File: config.mk
export PLATFORM = sky130hd
export DESIGN_NAME = adsr_envelope
export DESIGN_NICKNAME = d
export VERILOG_FILES = /design/src/rtl/adsr_pkg.sv /design/src/rtl/adsr_step_sat.sv /design/src/rtl/adsr_envelope.sv
export SDC_FILE = /design/constraint.sdc
export NUM_CORES = 1
export LEC_CHECK = 0
export ABC_AREA = 1
export BUFFER_PORTS_ARGS = -buffer_cell sky130_fd_sc_hd__buf_2
export CORE_MARGIN = 2
export CORE_UTILIZATION = 54
export CTS_BUF_LIST = sky130_fd_sc_hd__clkbuf_8
export CTS_CLUSTER_DIAMETER = 50
export CTS_CLUSTER_SIZE = 40
export DETAILED_ROUTE_END_ITERATION = 7
export GPL_TIMING_DRIVEN = 0
export PLACE_DENSITY = 0.87
export SLEW_MARGIN = 25
export SYNTH_ARGS = -nofsm -noshare
export SYNTH_HDL_FRONTEND = slang
export SYNTH_SLANG_ARGS = --single-unit
File: constraint.sdc
create_clock -name clk -period 4.3 [get_ports clk]
set_input_delay 0.43 -clock clk [delete_from_list [all_inputs] [get_ports clk]]
set_output_delay 0.43 -clock clk [all_outputs]
set_load 0.01 [all_outputs]
File: src/rtl/adsr_pkg.sv
// Shared definitions for the ADSR envelope generator: state codes and width defaults.
package adsr_pkg;

  localparam int ENV_W_DEF = 16;
  localparam logic [ENV_W_DEF-1:0] ENV_MAX = '1;

  typedef enum logic [2:0] {
    ST_IDLE    = 3'd0,
    ST_ATTACK  = 3'd1,
    ST_DECAY   = 3'd2,
    ST_SUSTAIN = 3'd3,
    ST_RELEASE = 3'd4
  } state_e;

endpackage

File: src/rtl/adsr_step_sat.sv
// Saturating add/subtract against a limit: adds clamp up to limit, subtracts clamp down to it.
module adsr_step_sat #(
  parameter int W = 16
) (
  input  logic [W-1:0] a,
  input  logic [W-1:0] b,
  input  logic         sub,
  input  logic [W-1:0] limit,
  output logic [W-1:0] result,
  output logic         hit
);

  logic [W:0]   w_sum;
  logic [W:0]   w_lim_plus_b;
  logic [W-1:0] w_diff;
  logic         w_add_hit;
  logic         w_sub_hit;

  assign w_sum        = {1'b0, a} + {1'b0, b};
  assign w_lim_plus_b = {1'b0, limit} + {1'b0, b};
  // a - b <= limit, evaluated without borrow; also catches a already below limit.
  assign w_sub_hit    = ({1'b0, a} <= w_lim_plus_b);
  assign w_add_hit    = (w_sum >= {1'b0, limit});
  assign w_diff       = a - b;

  always_comb begin
    hit    = 1'b0;
    result = a;
    if (sub) begin
      hit    = w_sub_hit;
      result = w_sub_hit ? limit : w_diff;
    end else begin
      hit    = w_add_hit;
      result = w_add_hit ? limit : w_sum[W-1:0];
    end
  end

endmodule

File: src/rtl/adsr_envelope.sv
// Per-voice ADSR envelope generator; all arithmetic and transitions advance on tick strobes.
module adsr_envelope
  import adsr_pkg::*;
#(
  parameter int ENV_W = ENV_W_DEF
) (
  input  logic             clk,
  input  logic             rst,
  input  logic             tick,
  input  logic             gate,
  input  logic [ENV_W-1:0] attack_step,
  input  logic [ENV_W-1:0] decay_step,
  input  logic [7:0]       sustain_level,
  input  logic [ENV_W-1:0] release_step,
  output logic [ENV_W-1:0] env,
  output logic [2:0]       state,
  output logic             busy,
  output logic             done
);

  state_e           r_state;
  logic [ENV_W-1:0] r_env;
  logic             r_done;

  state_e           w_next_state;
  logic [ENV_W-1:0] w_next_env;
  logic             w_next_done;

  logic [ENV_W-1:0] w_max;
  logic [ENV_W-1:0] w_target;
  logic [ENV_W-1:0] w_sat_b;
  logic             w_sat_sub;
  logic [ENV_W-1:0] w_sat_limit;
  logic [ENV_W-1:0] w_sat_result;
  logic             w_sat_hit;

  assign w_max = {ENV_W{1'b1}};

  // Sustain level repeated from the MSB downwards to fill the envelope width.
  for (genvar g = 0; g < ENV_W; g++) begin : g_target
    assign w_target[ENV_W-1-g] = sustain_level[7-(g%8)];
  end

  always_comb begin
    w_sat_b     = attack_step;
    w_sat_sub   = 1'b0;
    w_sat_limit = w_max;
    case (r_state)
      ST_DECAY: begin
        w_sat_b     = decay_step;
        w_sat_sub   = 1'b1;
        w_sat_limit = w_target;
      end
      ST_RELEASE: begin
        w_sat_b     = release_step;
        w_sat_sub   = 1'b1;
        w_sat_limit = '0;
      end
      default: begin
        w_sat_b     = attack_step;
        w_sat_sub   = 1'b0;
        w_sat_limit = w_max;
      end
    endcase
  end

  adsr_step_sat #(.W(ENV_W)) u_step_sat (
    .a      (r_env),
    .b      (w_sat_b),
    .sub    (w_sat_sub),
    .limit  (w_sat_limit),
    .result (w_sat_result),
    .hit    (w_sat_hit)
  );

  // Gate-driven transitions take precedence and leave env untouched on that tick.
  always_comb begin
    w_next_state = r_state;
    w_next_env   = r_env;
    w_next_done  = 1'b0;
    if (tick) begin
      case (r_state)
        ST_IDLE: begin
          if (gate) w_next_state = ST_ATTACK;
          else      w_next_env   = '0;
        end
        ST_ATTACK: begin
          if (!gate) begin
            w_next_state = ST_RELEASE;
          end else begin
            w_next_env = w_sat_result;
            if (w_sat_hit) w_next_state = ST_DECAY;
          end
        end
        ST_DECAY: begin
          if (!gate) begin
            w_next_state = ST_RELEASE;
          end else begin
            w_next_env = w_sat_result;
            if (w_sat_hit) w_next_state = ST_SUSTAIN;
          end
        end
        ST_SUSTAIN: begin
          if (!gate) w_next_state = ST_RELEASE;
          else       w_next_env   = w_target;
        end
        ST_RELEASE: begin
          if (gate) begin
            w_next_state = ST_ATTACK;
          end else begin
            w_next_env = w_sat_result;
            if (w_sat_hit) begin
              w_next_state = ST_IDLE;
              w_next_done  = 1'b1;
            end
          end
        end
        default: begin
          w_next_state = ST_IDLE;
          w_next_env   = '0;
        end
      endcase
    end
  end

  always_ff @(posedge clk) begin
    if (rst) begin
      r_state <= ST_IDLE;
      r_env   <= '0;
      r_done  <= 1'b0;
    end else begin
      r_state <= w_next_state;
      r_env   <= w_next_env;
      r_done  <= w_next_done;
    end
  end

  assign env   = r_env;
  assign state = r_state;
  assign busy  = (r_state != ST_IDLE);
  assign done  = r_done;

endmodule
==> results.py, run 1 <==
metrics = {
    "route": {
        "route.final.wire_length_um": 19500,
        "initialDrtViolationCount": 875,
        "drt-vias-per-instance": 6.37,
        "drt.antenna.violating_nets": 0,
        "detail_route.wl_per_cell_um": 19.8,
        "drc": 0,
        "vias": 6261,
        "drt_pre_antenna_iters": 8,
    },
    "place": {
        "place_congestion": 1.03,
        "dpl.hpwl_um": 13000,
        "number_of_port_buffers": 80,
    },
    "setup_path": {
        "cp_data_arrival_time_ns": 4.80,
        "worst_r2r_path_depth": 32,
        "rrSetupSlack_ns": -0.31,
        "worst_endpoint_required_time_ns": 4.49,
        "worstSetupStartpointType": "flop",
        "worstReg2RegEnd": "env[11]",
        "r2r-start": "state[1]",
        "critical_path_start_end_classification": "flop to flop",
        "delay_of_the_slowest_cell_on_the_worst_path_ns": 0.39,
        "most_frequent_cp_cell": "sky130_fd_sc_hd__nand2_1",
        "crit_fanout": 9,
        "critPathSlowestCell": "sky130_fd_sc_hd__dfxtp_4",
        "critPathCaptureType": "flop",
    },
    "yosys": {
        "synth_cell_types": 47,
        "count_of_flip_flops_with_a_built_in_enable_after_synthesis": 0,
        "yosys_top_cell_by_area": "sky130_fd_sc_hd__ha_1",
        "postSynthRegisterBits": 20,
        "synth.net_count": 896,
        "syn-instance-count": 754,
        "synthDominantCellAreaShare_pct": 21.1,
        "ys_dominant_reg_cell": "sky130_fd_sc_hd__dfxtp_1",
        "most_area_consuming_cells_after_synthesis": "sky130_fd_sc_hd__ha_1, sky130_fd_sc_hd__nand2_1, sky130_fd_sc_hd__a21oi_1",
        "syn_area_per_cell_um2": 6.22,
        "synth.yosys.seq_area_share_pct": 8.54,
        "synth.cell_area_um2": 4690,
        "yosysWarnings": 0,
        "async_reset_ff_share_pct": 0,
    },
    "pwr": {
        "cellLeakagePower_nw": 3.30,
        "ir_drop_mv": 0.590,
        "power.density_nw_per_um2": 937,
    },
    "timing": {
        "setup_slack_ns": -0.310,
        "fmax_ghz": 0.217,
        "finalHoldWorstSlack_ns": 0.342,
        "slew_headroom_pct": 43.1,
        "finalCriticalPeriod_ns": 4.61,
        "report.final.slew_viol_count": 0,
        "clock_skew_ns": 0.00494,
        "grt_setup_unrepaired": "yes",
        "setup_viol_count_final": 20,
        "worstMarginPinSlew_ns": 0.849,
        "finalCritPeriodShare_pct": 107,
        "hold_violations": 0,
        "aggregate_negative_setup_slack_ns": -4.25,
    },
    "clock_tree": {
        "root_buffer": "sky130_fd_sc_hd__clkbuf_8",
        "numCtsBuffers": 3,
        "cts_hold_buffers_added": 0,
        "cts_tree": "done",
        "cts.clk_slew.worst_paths_ns": 0.09,
        "clock-sinks": 20,
        "ctsHtreeMaxLevel": 1,
        "clock_network_latency_to_the_later_pin_of_the_worst_skew_pair_ns": 0.27,
        "max-clock-path-buffers": 2,
    },
    "global_route": {
        "gr-total-overflow": 0,
        "grt_max_degree": 13,
        "track_usage_pct": 36.0,
        "grt_first_pass_wirelength_um": 27900,
        "grt_pass1_vias": 5630,
        "antenna_violations_before_repair": 0,
    },
    "status": {
        "failed_checks": "negative setup slack",
        "status": "finished, violations left",
    },
    "layout": {
        "fin_nets": 1021,
        "drive_gt1_share_pct": 30.1,
        "antenna_cells": 0,
        "syn2layout_area_growth_pct": 30.7,
    },
    "worst_hold_path": {
        "hold_path.startpoint": "rst",
        "hold_path.class": "primary input to flop",
        "whs_path_depth": 2,
        "worstHoldEndpoint": "state[2]",
    },
    "floorplan": {
        "io_pins": 81,
        "die-area_um2": 9440,
        "rows": 33,
        "fp.dieW_um": 97.2,
        "floorplan.die.height_um": 97.2,
        "core-area_um2": 8300,
        "floorplan.initialDensity_pct": 56.5,
    },
    "flow_run": {
        "cap_violations": 0,
    },
}
-- state kept, by name, indices dropped and copies added, names as in the netlist --
| register | cells |
|---|---|
| done | 1 |
| env | 16 |
| state | 3 |
-- timing repair --
action                                  CTS  global route
pin swaps                                22            37
gates cloned                              2             0
endpoints found under the setup margin   20            20
gates resized for setup                  88            52
setup buffers                            21            18
-- final cells by class --
class                           count  area [um2]
Tap cell                          105         131
Multi-Input combinational cell    599        4180
Fill cell                         638        2170
Timing Repair Buffer              121         728
Buffer                             19         165
Inverter                          115         442
Clock inverter                      1        30.0
Clock buffer                        3        41.3
Sequential cell                    20         412
-- per-stage QoR --
step	cells	setup slack, ns	power [mW]	area, um2	utilization, %
5_1_grt	983	-0.512	6.16	6130	73.9
2_1_floorplan	754	0.000179	3.33	4700	-
6_report	983	-0.310	5.74	6130	73.9
3_3_place_gp	939	-1.27	4.28	5230	63.0
4_1_cts	966	-0.0223	5.01	5770	69.6
3_5_place_dp	939	-1.25	4.33	5230	63.0
-- worst max-delay path: cells and delay by family, from the launching register on --
family | cells | cell delay (ns)
AO/OA/AOI/OAI | 5 | 0.99
AND/OR/NAND/NOR | 18 | 1.68
flip-flops | 1 | 0.39
XOR/XNOR | 1 | 0.08
buffers and inverters | 6 | 0.70
adder cells (fa/ha/maj) | 2 | 0.67
-- cells in the final DEF, fill, tap and decap left out, types with 3 or more instances in the layout --
cell,instances
sky130_fd_sc_hd__nor2_1,39
sky130_fd_sc_hd__nor3_1,10
sky130_fd_sc_hd__nor4_1,3
sky130_fd_sc_hd__nand2_1,139
sky130_fd_sc_hd__a31oi_1,6
sky130_fd_sc_hd__o21ai_2,6
sky130_fd_sc_hd__xor2_1,24
sky130_fd_sc_hd__nor2_4,4
sky130_fd_sc_hd__xor2_2,3
sky130_fd_sc_hd__inv_4,4
sky130_fd_sc_hd__dfxtp_1,17
sky130_fd_sc_hd__ha_4,4
sky130_fd_sc_hd__xnor2_1,6
sky130_fd_sc_hd__nand2_2,22
sky130_fd_sc_hd__buf_6,7
sky130_fd_sc_hd__ha_1,70
sky130_fd_sc_hd__clkbuf_8,4
sky130_fd_sc_hd__a21o_1,5
sky130_fd_sc_hd__a21oi_4,4
sky130_fd_sc_hd__nand3_1,61
sky130_fd_sc_hd__a21oi_1,64
sky130_fd_sc_hd__nand3_2,13
sky130_fd_sc_hd__o21ai_4,6
sky130_fd_sc_hd__a22o_1,14
sky130_fd_sc_hd__o21ai_1,13
sky130_fd_sc_hd__buf_4,39
sky130_fd_sc_hd__dfxtp_4,3
sky130_fd_sc_hd__a21oi_2,24
sky130_fd_sc_hd__buf_8,3
sky130_fd_sc_hd__o21ai_0,19
sky130_fd_sc_hd__nand4_1,7
sky130_fd_sc_hd__inv_2,10
sky130_fd_sc_hd__ha_2,5
sky130_fd_sc_hd__nor4_2,3
sky130_fd_sc_hd__inv_1,101
sky130_fd_sc_hd__buf_2,87
-- Yosys cell counts (3+ instances only) --
cell and n:
sky130_fd_sc_hd__buf_6 3, sky130_fd_sc_hd__xor2_1 27, sky130_fd_sc_hd__nand2_1 158, sky130_fd_sc_hd__inv_1 107, sky130_fd_sc_hd__xnor2_1 6, sky130_fd_sc_hd__nand2_2 5, sky130_fd_sc_hd__clkbuf_1 4, sky130_fd_sc_hd__dfxtp_1 20
sky130_fd_sc_hd__a21oi_2 3, sky130_fd_sc_hd__nand4_1 7, sky130_fd_sc_hd__nor3_1 10, sky130_fd_sc_hd__ha_1 79, sky130_fd_sc_hd__o21ai_1 11, sky130_fd_sc_hd__buf_2 9, sky130_fd_sc_hd__o21ai_0 30, sky130_fd_sc_hd__nor2_1 42
sky130_fd_sc_hd__nand3_1 73, sky130_fd_sc_hd__a22o_1 14, sky130_fd_sc_hd__o21ai_2 3, sky130_fd_sc_hd__nor4_1 6, sky130_fd_sc_hd__fa_1 3, sky130_fd_sc_hd__inv_2 7, sky130_fd_sc_hd__a21o_1 5, sky130_fd_sc_hd__a21oi_1 88
sky130_fd_sc_hd__a31oi_1 6
-- metal layers --
metal	wire length, um	track usage (%)
met2	8350	58.0
met3	2440	5.47
met5	0	0
met4	1660	18.4
met1	7050	46.5
-- worst max path at each step --
stage / end / slack (ns) / startpoint
finish: env[11] / -0.31 / state[1]
CTS: env[6] / -0.02 / state[0]
floorplan: env[1] / 0.0002 / state[1]
detailed placement: env[6] / -1.25 / state[1]
global placement: env[6] / -1.27 / state[1]
global route: state[0] / -0.51 / state[1]
-- power by group --
group | total, mW | switching, mW | internal, mW
clock | 0.200 | 0.0754 | 0.125
combinational | 5.19 | 3.26 | 1.94
sequential | 0.349 | 0.112 | 0.237
-- cell families (layout without fill, tap and decap cells) --
kind of cell	Yosys count	in the layout	synth area share, %
buffers and inverters	135	259	11.7
xor gates and xnor gates	33	33	6.16
adders and majority gates	82	82	22.4
AOI/OAI and AO/OA	173	173	22.0
DFF	20	20	8.54
and+or+nand+nor	311	311	29.2
No activity file was read; power rests on OpenSTA's default activity.
==> inputs of run 2 (changes only) <==
Settings changed: CORE_UTILIZATION 54 to 55, PLACE_DENSITY 0.87 to 0.85.
Clock period 4.3 ns to 5.9 ns, I/O delays scaled along.
==> run 2 against run 1 <==
  * The run now ends clean
  * Sequential share of layout area rose by 0.84 points
  * Die area fell by 1.7%
  * Clock skew fell by 0.0014 ns
  * Final cell count fell by 3.9%
  * Total power fell by 40%
  * Via count fell by 9.9%
  * Fmax fell by 15%
  * Register-to-register slack improved by 0.80 ns
  * Count of clock-buffer cells in the layout rose by 1
  * Wire length fell by 9.5%
  * Critical path depth rose by 3
  * Utilization fell by 9.7 points
  * Largest cell class unchanged
  * Largest power group unchanged
==> results.py, run 2 (synthesis gave the netlist of run 1 again) <==
metrics = {
    "route": {
        "route.final.wire_length_um": 17700,
        "drt-vias-per-instance": 5.97,
        "drt_pre_antenna_iters": 7,
        "initialDrtViolationCount": 509,
        "vias": 5644,
        "drt.antenna.violating_nets": 0,
        "drc": 0,
        "detail_route.wl_per_cell_um": 18.7,
    },
    "layout": {
        "multi_input_comb_area_um2": 3740,
        "fillerInstances": 813,
        "syn2layout_area_growth_pct": 13.0,
        "largest_register_ffs": 16,
        "antenna_cells": 0,
        "mostFrequentLayoutCell": "sky130_fd_sc_hd__nand2_1",
        "count_of_placed_standard_cells_in_the_final_layout_fillers_left_out": 945,
        "drive_gt1_share_pct": 15.7,
        "final_core_util_pct": 64.2,
        "fin_nets": 983,
        "layout.cells.most_common_list": "sky130_fd_sc_hd__nand2_1, sky130_fd_sc_hd__inv_1, sky130_fd_sc_hd__buf_2",
        "ff_latch_area_um2": 400,
        "postLayoutCellArea_um2": 5300,
    },
    "floorplan": {
        "floorplan.initialDensity_pct": 56.8,
        "io_pins": 81,
        "floorplan.die.height_um": 96.3,
        "rows": 33,
        "core-area_um2": 8260,
        "die-area_um2": 9280,
        "fp.dieW_um": 96.3,
    },
    "timing": {
        "worstMarginPinSlew_ns": 0.787,
        "report.final.slew_viol_count": 0,
        "fmax_ghz": 0.185,
        "finalHoldWorstSlack_ns": 0.499,
        "setup_viol_count_final": 0,
        "slew_headroom_pct": 46.9,
        "hold_violations": 0,
        "setup_slack_ns": 0.487,
        "grt_setup_unrepaired": "no",
        "aggregate_negative_setup_slack_ns": 0,
        "clock_skew_ns": 0.00352,
        "finalCriticalPeriod_ns": 5.41,
        "finalCritPeriodShare_pct": 91.8,
    },
    "setup_path": {
        "cp_data_arrival_time_ns": 5.60,
        "worstSetupStartpointType": "flop",
        "r2r-start": "state[0]",
        "critical_path_start_end_classification": "flop to flop",
        "most_frequent_cp_cell": "sky130_fd_sc_hd__nand2_1",
        "worst_r2r_path_depth": 35,
        "delay_of_the_slowest_cell_on_the_worst_path_ns": 0.46,
        "rrSetupSlack_ns": 0.49,
        "worst_endpoint_required_time_ns": 6.09,
        "path_buf_inv": 6,
        "critPathSlowestCell": "sky130_fd_sc_hd__dfxtp_1",
        "critical-path-top-delay-family": "simple AND/OR/NAND/NOR gates",
        "worstReg2RegEnd": "env[3]",
        "critPathCaptureType": "flop",
        "crit_fanout": 10,
    },
    "global_route": {
        "gr-usage-met2_pct": 65.0,
        "gr-total-overflow": 0,
        "grt_max_degree": 12,
        "global_route.usage.met3_pct": 4.54,
        "grt_first_pass_wirelength_um": 27000,
        "grt_pass1_vias": 5173,
        "grt_most_used_layer": "met2",
        "grt_util_met1_pct": 50.7,
        "antenna_violations_before_repair": 0,
        "track_usage_pct": 38.5,
    },
    "worst_hold_path": {
        "whs_path_depth": 2,
        "hold_path.class": "primary input to flop",
        "hold_path.startpoint": "rst",
        "worstHoldEndpoint": "state[2]",
    },
    "place": {
        "numPlacedInstances": 939,
        "preCtsSetupSlack_ns": 0.163,
        "dpl_cell_area_um2": 5220,
        "place_congestion": 1.05,
        "number_of_port_buffers": 80,
        "dpl.hpwl_um": 14700,
    },
    "clock_tree": {
        "root_buffer": "sky130_fd_sc_hd__clkbuf_8",
        "max-clock-path-buffers": 2,
        "ctsHtreeMaxLevel": 1,
        "clock_network_latency_to_the_later_pin_of_the_worst_skew_pair_ns": 0.27,
        "cts.clk_slew.worst_paths_ns": 0.09,
        "cts_tree": "done",
        "numCtsBuffers": 3,
        "clock-sinks": 20,
    },
    "status": {
        "status": "finished clean",
    },
    "flow_run": {
        "cap_violations": 0,
    },
    "pwr": {
        "power_mw": 3.42,
        "ir_drop_mv": 0.396,
        "power.density_nw_per_um2": 645,
        "cellLeakagePower_nw": 3.01,
    },
}
## run 2: power breakdown
part | internal [mW] | switching, mW | total (mW) | leakage, nW
registers | 0.169 | 0.0755 | 0.245 | 0.165
clock network | 0.0596 | 0.0537 | 0.113 | 0.0288
logic | 1.06 | 2.00 | 3.06 | 2.82
total | 1.29 | 2.13 | 3.42 | 3.01
## run 2: routing by layer
metal | share of wire, % | wire [um]
met5 | 0 | 0
met2 | 47 | 8220
met1 | 40 | 7100
met3 | 11 | 1880
met4 | 2.6 | 459
## run 2: worst max path at each step
stage | depth (start not counted) | slack, ns | startpoint | to
floorplan | 35 | 1.45 | state[0] | env[1]
global placement | 33 | 0.30 | state[1] | env[8]
detailed placement | 33 | 0.16 | state[1] | env[3]
CTS | 33 | 0.12 | state[1] | env[3]
global route | 35 | 0.10 | state[0] | env[1]
finish | 35 | 0.49 | state[0] | env[3]
## run 2: repair_timing
action,CTS,global route
endpoints found under the setup margin,0,19
buffers inserted,0,2
hold buffers,0,0
gates resized for setup,0,3
## run 2: final cells by class
type / instances / share of cell area [%]
inverters: 115 / 8.20
well taps: 105 / 2.48
clock buffers: 4 / 1.04
plain buffers: 20 / 2.22
repair buffers: 82 / 7.84
multi-input cells: 599 / 70.7
flip-flops and latches: 20 / 7.56
